===== src/rtl/colour_action_sequencer.sv =====
// colour_action_sequencer
// Consumes the colour detector's 2-bit code (00 red, 01 green, 10 blue, 11 invalid).
// It resynchronises the code and its sample clock, debounces the colour over consecutive samples,
// and services each accepted colour:
//   - blue raises a stop pulse;
//   - red or green runs a handshake, a timed valve pulse and a hold-off.
// Optional feature macro: COLOUR_STATS_EN adds saturating per-colour accept counters.
// Handshake: act_req rises when a red/green colour is accepted and stays high through REQ and
// ACTIVE; act_ack is a level from the motion controller. It is sampled on every clock edge, and
// only its high level permits and sustains actuation.
module colour_action_sequencer #(
  parameter int STABLE_CNT    = 3,
  parameter int ACT_TICKS     = 50000,
  parameter int HOLDOFF_TICKS = 25000,
  parameter int ACK_TIMEOUT   = 100000
) (
  input  logic        scaled_clock,
  input  logic        rst_n,
  input  logic        scaled_clock_200ms,
  input  logic [1:0]  cd_out,
  input  logic        act_ack,
  output logic        act_req,
  output logic [1:0]  act_colour,
  output logic        busy,
  output logic        pump_water,
  output logic        pump_spray,
  output logic        stop_req,
  output logic        ack_timeout,
  output logic [1:0]  dbg_state_o
`ifdef COLOUR_STATS_EN
  ,
  output logic [15:0] cnt_red,
  output logic [15:0] cnt_green,
  output logic [15:0] cnt_blue
`endif
);

  localparam logic [3:0]  STABLE_C = 4'(STABLE_CNT);
  localparam logic [23:0] ACK_LAST = 24'(ACK_TIMEOUT - 1);
  localparam logic [23:0] ACT_LAST = 24'(ACT_TICKS - 1);
  // A zero hold-off still spends one cycle in COOLDOWN before returning to IDLE.
  localparam logic [23:0] HOLD_LAST = 24'((HOLDOFF_TICKS == 0) ? 0 : HOLDOFF_TICKS - 1);

  localparam logic [1:0] C_RED     = 2'b00;
  localparam logic [1:0] C_GREEN   = 2'b01;
  localparam logic [1:0] C_BLUE    = 2'b10;
  localparam logic [1:0] C_INVALID = 2'b11;

  typedef enum logic [1:0] {
    S_IDLE     = 2'd0,
    S_REQ      = 2'd1,
    S_ACTIVE   = 2'd2,
    S_COOLDOWN = 2'd3
  } state_e;

  // Synchroniser and strobe registers
  logic       s200_meta_q, s200_sync_q, s200_prev_q, strobe_q;
  logic [1:0] cd_meta_q, cd_sync_q;

  // Debounce registers
  logic [3:0] stab_q, stab_d;
  logic [1:0] last_q, last_d;
  logic       accept;

  // FSM registers
  state_e      state_q;
  logic [23:0] timer_q;
  logic        act_req_q, busy_q, pump_water_q, pump_spray_q, stop_req_q, ack_timeout_q;
  logic [1:0]  act_colour_q;

  // Two-flop synchronisers. The strobe is the synchronised falling edge delayed one more cycle, so
  // the code the detector changed on that edge has already crossed its own synchroniser.
  always_ff @(posedge scaled_clock) begin
    if (!rst_n) begin
      s200_meta_q <= 1'b0;
      s200_sync_q <= 1'b0;
      s200_prev_q <= 1'b0;
      strobe_q    <= 1'b0;
      cd_meta_q   <= 2'b00;
      cd_sync_q   <= 2'b00;
    end else begin
      s200_meta_q <= scaled_clock_200ms;
      s200_sync_q <= s200_meta_q;
      s200_prev_q <= s200_sync_q;
      strobe_q    <= s200_prev_q & ~s200_sync_q;
      cd_meta_q   <= cd_out;
      cd_sync_q   <= cd_meta_q;
    end
  end

  // Debounce next state: count identical valid samples; accept exactly once per run reaching STABLE_CNT.
  always_comb begin
    stab_d = stab_q;
    last_d = last_q;
    accept = 1'b0;
    if (strobe_q) begin
      if (cd_sync_q == C_INVALID) begin
        stab_d = 4'd0;
      end else if (cd_sync_q == last_q) begin
        stab_d = (stab_q == 4'hF) ? 4'hF : stab_q + 4'd1;
      end else begin
        stab_d = 4'd1;
        last_d = cd_sync_q;
      end
      // A saturated count that stays equal to STABLE_C must not re-accept the same colour.
      accept = (cd_sync_q != C_INVALID) && (stab_d == STABLE_C) &&
               ((stab_q != STABLE_C) || (cd_sync_q != last_q));
    end
  end

  // Debounce state registers
  always_ff @(posedge scaled_clock) begin
    if (!rst_n) begin
      stab_q <= 4'd0;
      last_q <= C_INVALID;
    end else begin
      stab_q <= stab_d;
      last_q <= last_d;
    end
  end

  // Actuation FSM with registered outputs. Any accept outside IDLE is dropped.
  always_ff @(posedge scaled_clock) begin
    if (!rst_n) begin
      state_q       <= S_IDLE;
      timer_q       <= 24'd0;
      act_req_q     <= 1'b0;
      busy_q        <= 1'b0;
      pump_water_q  <= 1'b0;
      pump_spray_q  <= 1'b0;
      stop_req_q    <= 1'b0;
      ack_timeout_q <= 1'b0;
      act_colour_q  <= 2'b00;
    end else begin
      stop_req_q    <= 1'b0;
      ack_timeout_q <= 1'b0;
      case (state_q)
        S_IDLE: begin
          if (accept) begin
            act_colour_q <= cd_sync_q;
            if (cd_sync_q == C_BLUE) begin
              stop_req_q <= 1'b1;
            end else begin
              state_q   <= S_REQ;
              timer_q   <= 24'd0;
              act_req_q <= 1'b1;
              busy_q    <= 1'b1;
            end
          end
        end
        S_REQ: begin
          if (act_ack) begin
            state_q      <= S_ACTIVE;
            timer_q      <= 24'd0;
            pump_spray_q <= (act_colour_q == C_RED);
            pump_water_q <= (act_colour_q == C_GREEN);
          end else if (timer_q == ACK_LAST) begin
            state_q       <= S_IDLE;
            timer_q       <= 24'd0;
            act_req_q     <= 1'b0;
            busy_q        <= 1'b0;
            ack_timeout_q <= 1'b1;
          end else begin
            timer_q <= timer_q + 24'd1;
          end
        end
        S_ACTIVE: begin
          // Losing act_ack aborts the pulse exactly like reaching its normal end.
          if (!act_ack || (timer_q == ACT_LAST)) begin
            state_q      <= S_COOLDOWN;
            timer_q      <= 24'd0;
            act_req_q    <= 1'b0;
            pump_spray_q <= 1'b0;
            pump_water_q <= 1'b0;
          end else begin
            timer_q <= timer_q + 24'd1;
          end
        end
        S_COOLDOWN: begin
          if (timer_q == HOLD_LAST) begin
            state_q <= S_IDLE;
            timer_q <= 24'd0;
            busy_q  <= 1'b0;
          end else begin
            timer_q <= timer_q + 24'd1;
          end
        end
        default: begin
          state_q <= S_IDLE;
          timer_q <= 24'd0;
        end
      endcase
    end
  end

  assign act_req     = act_req_q;
  assign act_colour  = act_colour_q;
  assign busy        = busy_q;
  assign pump_water  = pump_water_q;
  assign pump_spray  = pump_spray_q;
  assign stop_req    = stop_req_q;
  assign ack_timeout = ack_timeout_q;
  assign dbg_state_o = state_q;

`ifdef COLOUR_STATS_EN
  logic [15:0] cnt_red_q, cnt_green_q, cnt_blue_q;

  // Per-colour accept counters; they count every accept, including ones dropped while busy.
  always_ff @(posedge scaled_clock) begin
    if (!rst_n) begin
      cnt_red_q   <= 16'd0;
      cnt_green_q <= 16'd0;
      cnt_blue_q  <= 16'd0;
    end else if (accept) begin
      if ((cd_sync_q == C_RED) && (cnt_red_q != 16'hFFFF))     cnt_red_q   <= cnt_red_q + 16'd1;
      if ((cd_sync_q == C_GREEN) && (cnt_green_q != 16'hFFFF)) cnt_green_q <= cnt_green_q + 16'd1;
      if ((cd_sync_q == C_BLUE) && (cnt_blue_q != 16'hFFFF))   cnt_blue_q  <= cnt_blue_q + 16'd1;
    end
  end

  assign cnt_red   = cnt_red_q;
  assign cnt_green = cnt_green_q;
  assign cnt_blue  = cnt_blue_q;
`endif

endmodule

===== config.mk =====
export PLATFORM = sky130hd
export DESIGN_NAME = colour_action_sequencer
export DESIGN_NICKNAME = d
export VERILOG_FILES = /design/src/rtl/colour_action_sequencer.sv
export SDC_FILE = /design/constraint.sdc
export NUM_CORES = 1
export LEC_CHECK = 0
export BUFFER_PORTS_ARGS = -buffer_cell sky130_fd_sc_hd__buf_2
export CORE_MARGIN = 2
export CORE_UTILIZATION = 55
export DETAILED_ROUTE_END_ITERATION = 6
export PLACE_DENSITY = 0.76
export SYNTH_ARGS = -nofsm -noshare
export SYNTH_HDL_FRONTEND = slang
export SYNTH_SLANG_ARGS = --single-unit

===== constraint.sdc =====
create_clock -name scaled_clock -period 1.97 [get_ports scaled_clock]
set_clock_uncertainty 0.1 [all_clocks]
set_input_delay 0.197 -clock scaled_clock [delete_from_list [all_inputs] [get_ports scaled_clock]]
set_output_delay 0.197 -clock scaled_clock [all_outputs]
set_load 0.03 [all_outputs]

==> Word level (Yosys, flattened, before mapping) <==
Cells that the tools add are included.
{ "totals": {"out_inout_bits": 10, "reg_bits": 48} }
{ "classes": {"mux": 33, "n_eq_ne": 23, "n_bitwise": 6, "reduce_logical": 19, "add_sub_neg": 2} }
{ "ops": {"columns": ["op", "count"], "rows": [
  ["24-bit two-way mux", 6],
  ["24-bit case mux with 4 select lines", 1],
  ["24-bit by 1-bit adder with 24-bit output (second input constant)", 1],
  ["24-bit by 15-bit == test with 1-bit output (second input constant)", 1],
  ["24-bit by 16-bit == test with 1-bit output (second input constant)", 1],
  ["24-bit by 17-bit == test with 1-bit output (second input constant)", 1],
  ["4-bit two-way mux", 4],
  ["2-bit != test (second input constant)", 8],
  ["2-bit two-way mux", 6],
  ["6-bit AND reduction", 2],
  ["1-bit two-way mux", 11],
  ["3-bit AND reduction", 3],
  ["2-bit == test (second input constant)", 4],
  ["2-bit case mux with 4 select lines", 1],
  ["1-bit case mux with 3 select lines", 2],
  ["3-bit nonzero test", 2],
  ["1-bit NOT", 5],
  ["5-bit AND reduction", 1],
  ["4-bit by 1-bit adder with 4-bit output (second input constant)", 1],
  ["2-bit by 1-bit == test with 1-bit output (second input constant)", 2],
  ["4-bit by 2-bit == test with 1-bit output (second input constant)", 1],
  ["4-bit == test (second input constant)", 1],
  ["2-bit zero test", 2],
  ["4-bit by 2-bit != test with 1-bit output (second input constant)", 1],
  ["11 further kinds", 15]
]} }

==> Depth between registers and ports, before layout <==
{ "depth": {"word_depth": 11, "mapped_depth": 8, "depth_no_buf": 7} }

==> Worst setup path after synthesis <==
Ideal clock, no wire load.
{ "synth_timing": {"path_kind": "register to register", "startpoint": "reg state_q[0] (netlist: dbg_state_o[0])", "endpoint": "reg timer_q[13]", "period_less_slack_ps": 2230, "setup_ps": 131, "path_stages_with_launch": 8, "required_time_ps": 1739, "setup_slack_ps": -260, "arrival_ps": 1998, "cell_sequence": "dfxtp_1 -> inv_1 -> ha_1 -> buf_2 -> or4b_2 -> nand3_1 -> o21ai_0 -> nor3b_1"} }
{ "synth_via": {"elab_chain_cells": 3, "elab_cells_between_ends": 8, "classes_between": "eq/ne (5); mux (1); reduce/logical (2)"} }
{ "synth_lines": {"columns": ["element", "line", "text"], "rows": [
  ["from (decl)", "66", "state_e state_q;"],
  ["from (signal assigned)", "125", "state_q <= S_IDLE;"],
  ["from (signal assigned)", "144", "state_q <= S_REQ;"],
  ["from (signal assigned)", "153", "state_q <= S_ACTIVE;"],
  ["2-bit zero test", "137", "case (state_q)"],
  ["2-bit != test (no line)", null, null],
  ["2-bit AND reduction (no line)", null, null],
  ["to (signal assigned)", "164", "timer_q <= timer_q + 24'd1;"],
  ["to (signal assigned)", "176", "timer_q <= timer_q + 24'd1;"],
  ["to (signal assigned)", "185", "timer_q <= timer_q + 24'd1;"],
  ["to (decl)", "67", "logic [23:0] timer_q;"]
]} }
Parallel ways exist; a longest one is shown, timed or not.
A chain may end at the register's enable or synchronous reset.

==> Final worst setup path <==
{ "layout_timing": {"startpoint": "reg timer_q[14]", "endpoint": "reg timer_q[13]"} }
{ "layout_via": {"elab_chain_cells": 4, "elab_cells_between_ends": 9, "classes_between": "eq/ne (3); mux (5); reduce/logical (1)"} }
{ "layout_lines": {"columns": ["element", "line"], "rows": [
  ["24-bit by 17-bit == test with 1-bit output or 24-bit by 16-bit == test with 1-bit output (tied branches)", "157, 169"],
  ["24-bit two-way mux or 1-bit logical OR (tied branches)", "157, 169"],
  ["24-bit two-way mux, on equally long branches", "152, 169"],
  ["24-bit case mux with 4 select lines *", "137"]
]} }
Mark *: on every way between the ends. The rest lies on a longest branch, timed or not.

==> results.md <==
* Run status: complete, but fails checks
* Failing checks: negative setup slack
* Final min period at around 2.3 ns
* Post-DP HPWL at around 5700 um
* DR pass1 iterations at 7
* Share of layout cells above drive strength 1 at 40.5%
* Net switching power at ~540 uW
* H-tree Lvls at 2
* Num CTS Buffers at 5
* All-Layer GR Usage at around a third
* Vias at 2,933
* Via density at between 6 and 7
* Int Pwr at 1380 uW
* ANT nets after route at 0
* Net Sw Frac at between 20% and 30%
* CP max FO at 4
* Area growth syn-to-layout at 40.6%
* Critical Path RT at 2.07 ns
* Final WL at ~8800 um
* Final period utilization at 116%
* Syn nets at 320
* R2r setup slk at -0.31 ns
* Row cnt at 25
* Fin. max-slew vios at 0
* Sequential Power Share at between 50% and 60%
* Register bit total from synthesis at 48
* GR Overflow Total at 0
* Worst-Skew Late Latency at 0.31 ns
* CTS Sinks at 48
* Top-area cell type share of the netlist area at 35.6%
* Mapped Area at roughly 2700 um^2
* # diodes at 0
* Non-Filler Instances at 472
* Drc violations at 0
* Placed Cells at 452
* Pin count of the biggest net entering global routing at 22
* Initial Utilization at 57.2%
* Setup violations, final at 29
* FFs w/ async S/R, synth at 0%
* GRT met1 Usage at about 39%
* CP Capture Type: flop
* Slew headroom at 69.3%
* Wire length per cell at 18.7 um
* Syn. warnings at 0
* Setup CP Type: reg -> reg
* Critical Path Source Type: flop
* Dpl cell area at 3390 um^2
* Post-route cell area at 3800 um^2
* Die area at 5490 um^2
* Max IR drop VDD at 0.000530 V
* Die Wd at 74.1 um
* Top FF cell, synth: dfxtp_1
* Synth area leader: dfxtp_1
* Ranking of synthesized cells by area: dfxtp_1 36%, nand3_1 5.2%, nor2_1 3.3%
* M3 GR Usage at approximately 6.2%
* Fin nets at 416
* CTS Buffer Depth at 2
* Most frequent cells in the layout: 74 x buf_4, 37 x dfxtp_1, 27 x nand3_1, 20 x nor2_1, 19 x nand2_1
* Leakage at 0.00147 uW
* Commonest non-fill, non-tap cell in the layout: buf_4
* F_max at 439 MHz
* CTS tree: yes
* HP Class: in -> reg
* Die height at 74.1 um
* Endpoints failing hold at 0
* Mapped Cells at 308
* Crit path arrival time at 2.38 ns
* GR peak layer: met2
* Port Buffers at 15
* Met2 usage at 56.2%
* Clock network fraction of total power at 33.9%
* Initial DRC count at between 300 and 400
* Syn_area_per_cell at 8.77 um^2
* Root buffer cell: clkbuf_8
* First-pass GRT wire length at 13,500 um
* FILL cells at 265
* Logic pwr share at 14.1%
* Vias in the first global route at 2,859
* Pwr/cell area at 505 nW/um^2
* Worst-path clk slew at 0.10 ns
* Io pins at 16
* GP Congestion at 0.930
* Worst-Margin Slew at between 0.4 and 0.5 ns
* Post-synth EDFFs at 0
* Max cap viols at 0
* Initial antenna violation count at 0
* RSZ-0062 raised after global routing: yes
* Core area at between 4000 and 5000 um^2
* Setup ws final at -0.310 ns
* Count of unique library cells instantiated by Yosys at 69
* Seq/Total Area, Yosys at 35.6%
[synth_stat cells (all sizes together) (2+ instances only)]
cell type	count
a21oi	12
a22oi	2
a311oi	2
a31oi	10
and2	12
and3	4
and4	3
buf	9
clkbuf	6
dfxtp	48
ha	6
inv	9
mux2i	8
nand2	19
nand2b	5
nand3	29
nand4	10
nand4b	2
nor2	24
nor3	14
nor3b	4
nor4	6
nor4b	2
o211ai	2
o21ai	14
o311a	2
o311ai	2
o31a	2
o31ai	4
o32a	2
or3	7
or4	3
xnor2	5
xor2	2
[cell families (layout without fill, tap and decap cells)]
logic type                 after synthesis  count (layout)  share of synthesized area [%]
DFF                                     48              48                           35.6
adders and majority gates                6               6                           2.78
AOI/OAI and AO/OA                       66              66                           19.2
xor gates and xnor gates                 7               7                           2.27
muxes                                    8               8                           2.96
buffers and inverters                   24             121                           4.59
and+or+nand+nor                        149             149                           32.6
[power groups by stage]
stage	logic [uW]	registers [uW]	clock network [uW]
after floorplan	107	1030	0
after global placement	213	1020	0
after detailed placement	221	1020	0
after CTS	257	996	639
after global routing	286	999	685
final	271	997	649
[worst paths after layout]
| check | to | cells past startpoint | start |
|---|---|---|---|
| setup / recovery | timer_q[13] | 7 | timer_q[14] |
| hold / removal | cd_meta_q[0] | 2 | cd_out[0] |
| setup reg to reg | timer_q[13] | 7 | timer_q[14] |
| hold reg to reg | strobe_q | 1 | s200_sync_q |
[final cells by class]
cell class	count	area, um^2	share of cell area (%)
clock inverter	2	15.0	0.395
inverter	9	33.8	0.889
multi-input combinational	236	1800	47.3
timing repair buffer	104	806	21.2
tap	67	83.8	2.21
sequential	48	980	25.8
clock buffer	6	82.6	2.17
[critical path, stage by stage (launching register included)]
cell	delay [ns]
dfxtp_1	0.44
nor3b_2	0.28
nand4_4	0.18
o311a_4	0.38
buf_6	0.13
nor4_4	0.39
buf_4	0.22
nor3b_1	0.05
[per-stage QoR]
| step | total power (uW) | TNS (ns) | setup WS (ns) | util, % | hold slack, ns |
|---|---|---|---|---|---|
| 5_1_grt | 1970 | -7.69 | -0.334 | 80.4 | 0.0475 |
| 4_1_cts | 1890 | -2.91 | -0.177 | 79.3 | 0.0152 |
| 3_5_place_dp | 1240 | -3.73 | -0.195 | 71.8 | 0.296 |
| 6_report | 1920 | -6.63 | -0.310 | 80.4 | 0.0112 |
| 2_1_floorplan | 1140 | -0.897 | -0.109 | - | 0.224 |
| 3_3_place_gp | 1230 | -2.22 | -0.141 | 71.8 | 0.289 |
[what timing repair did]
item	in CTS	in global routing
hold endpoints to repair	2	0
endpoints found under the setup margin	30	30
buffers inserted	7	4
resized for setup	49	5
hold buffers	2	0
pin swaps	37	9
[per-layer routing]
layer  up-vias  wire [um]  part of all wire [%]
met4         0        383                   4.3
met1      1373       3400                    39
met3        46        740                   8.4
met2       165       4280                    49
met5         -          0                     0
li1       1349          -                     -
[registers in the layout, indices dropped and copies added, names as in the netlist, 2 cells and up, named ones only]
register / flops
act_colour: 2
cd_meta_q: 2
timer_q: 24
cd_sync_q: 2
stab_q: 4
last_q: 2
No activity file was read; power rests on OpenSTA's default activity.
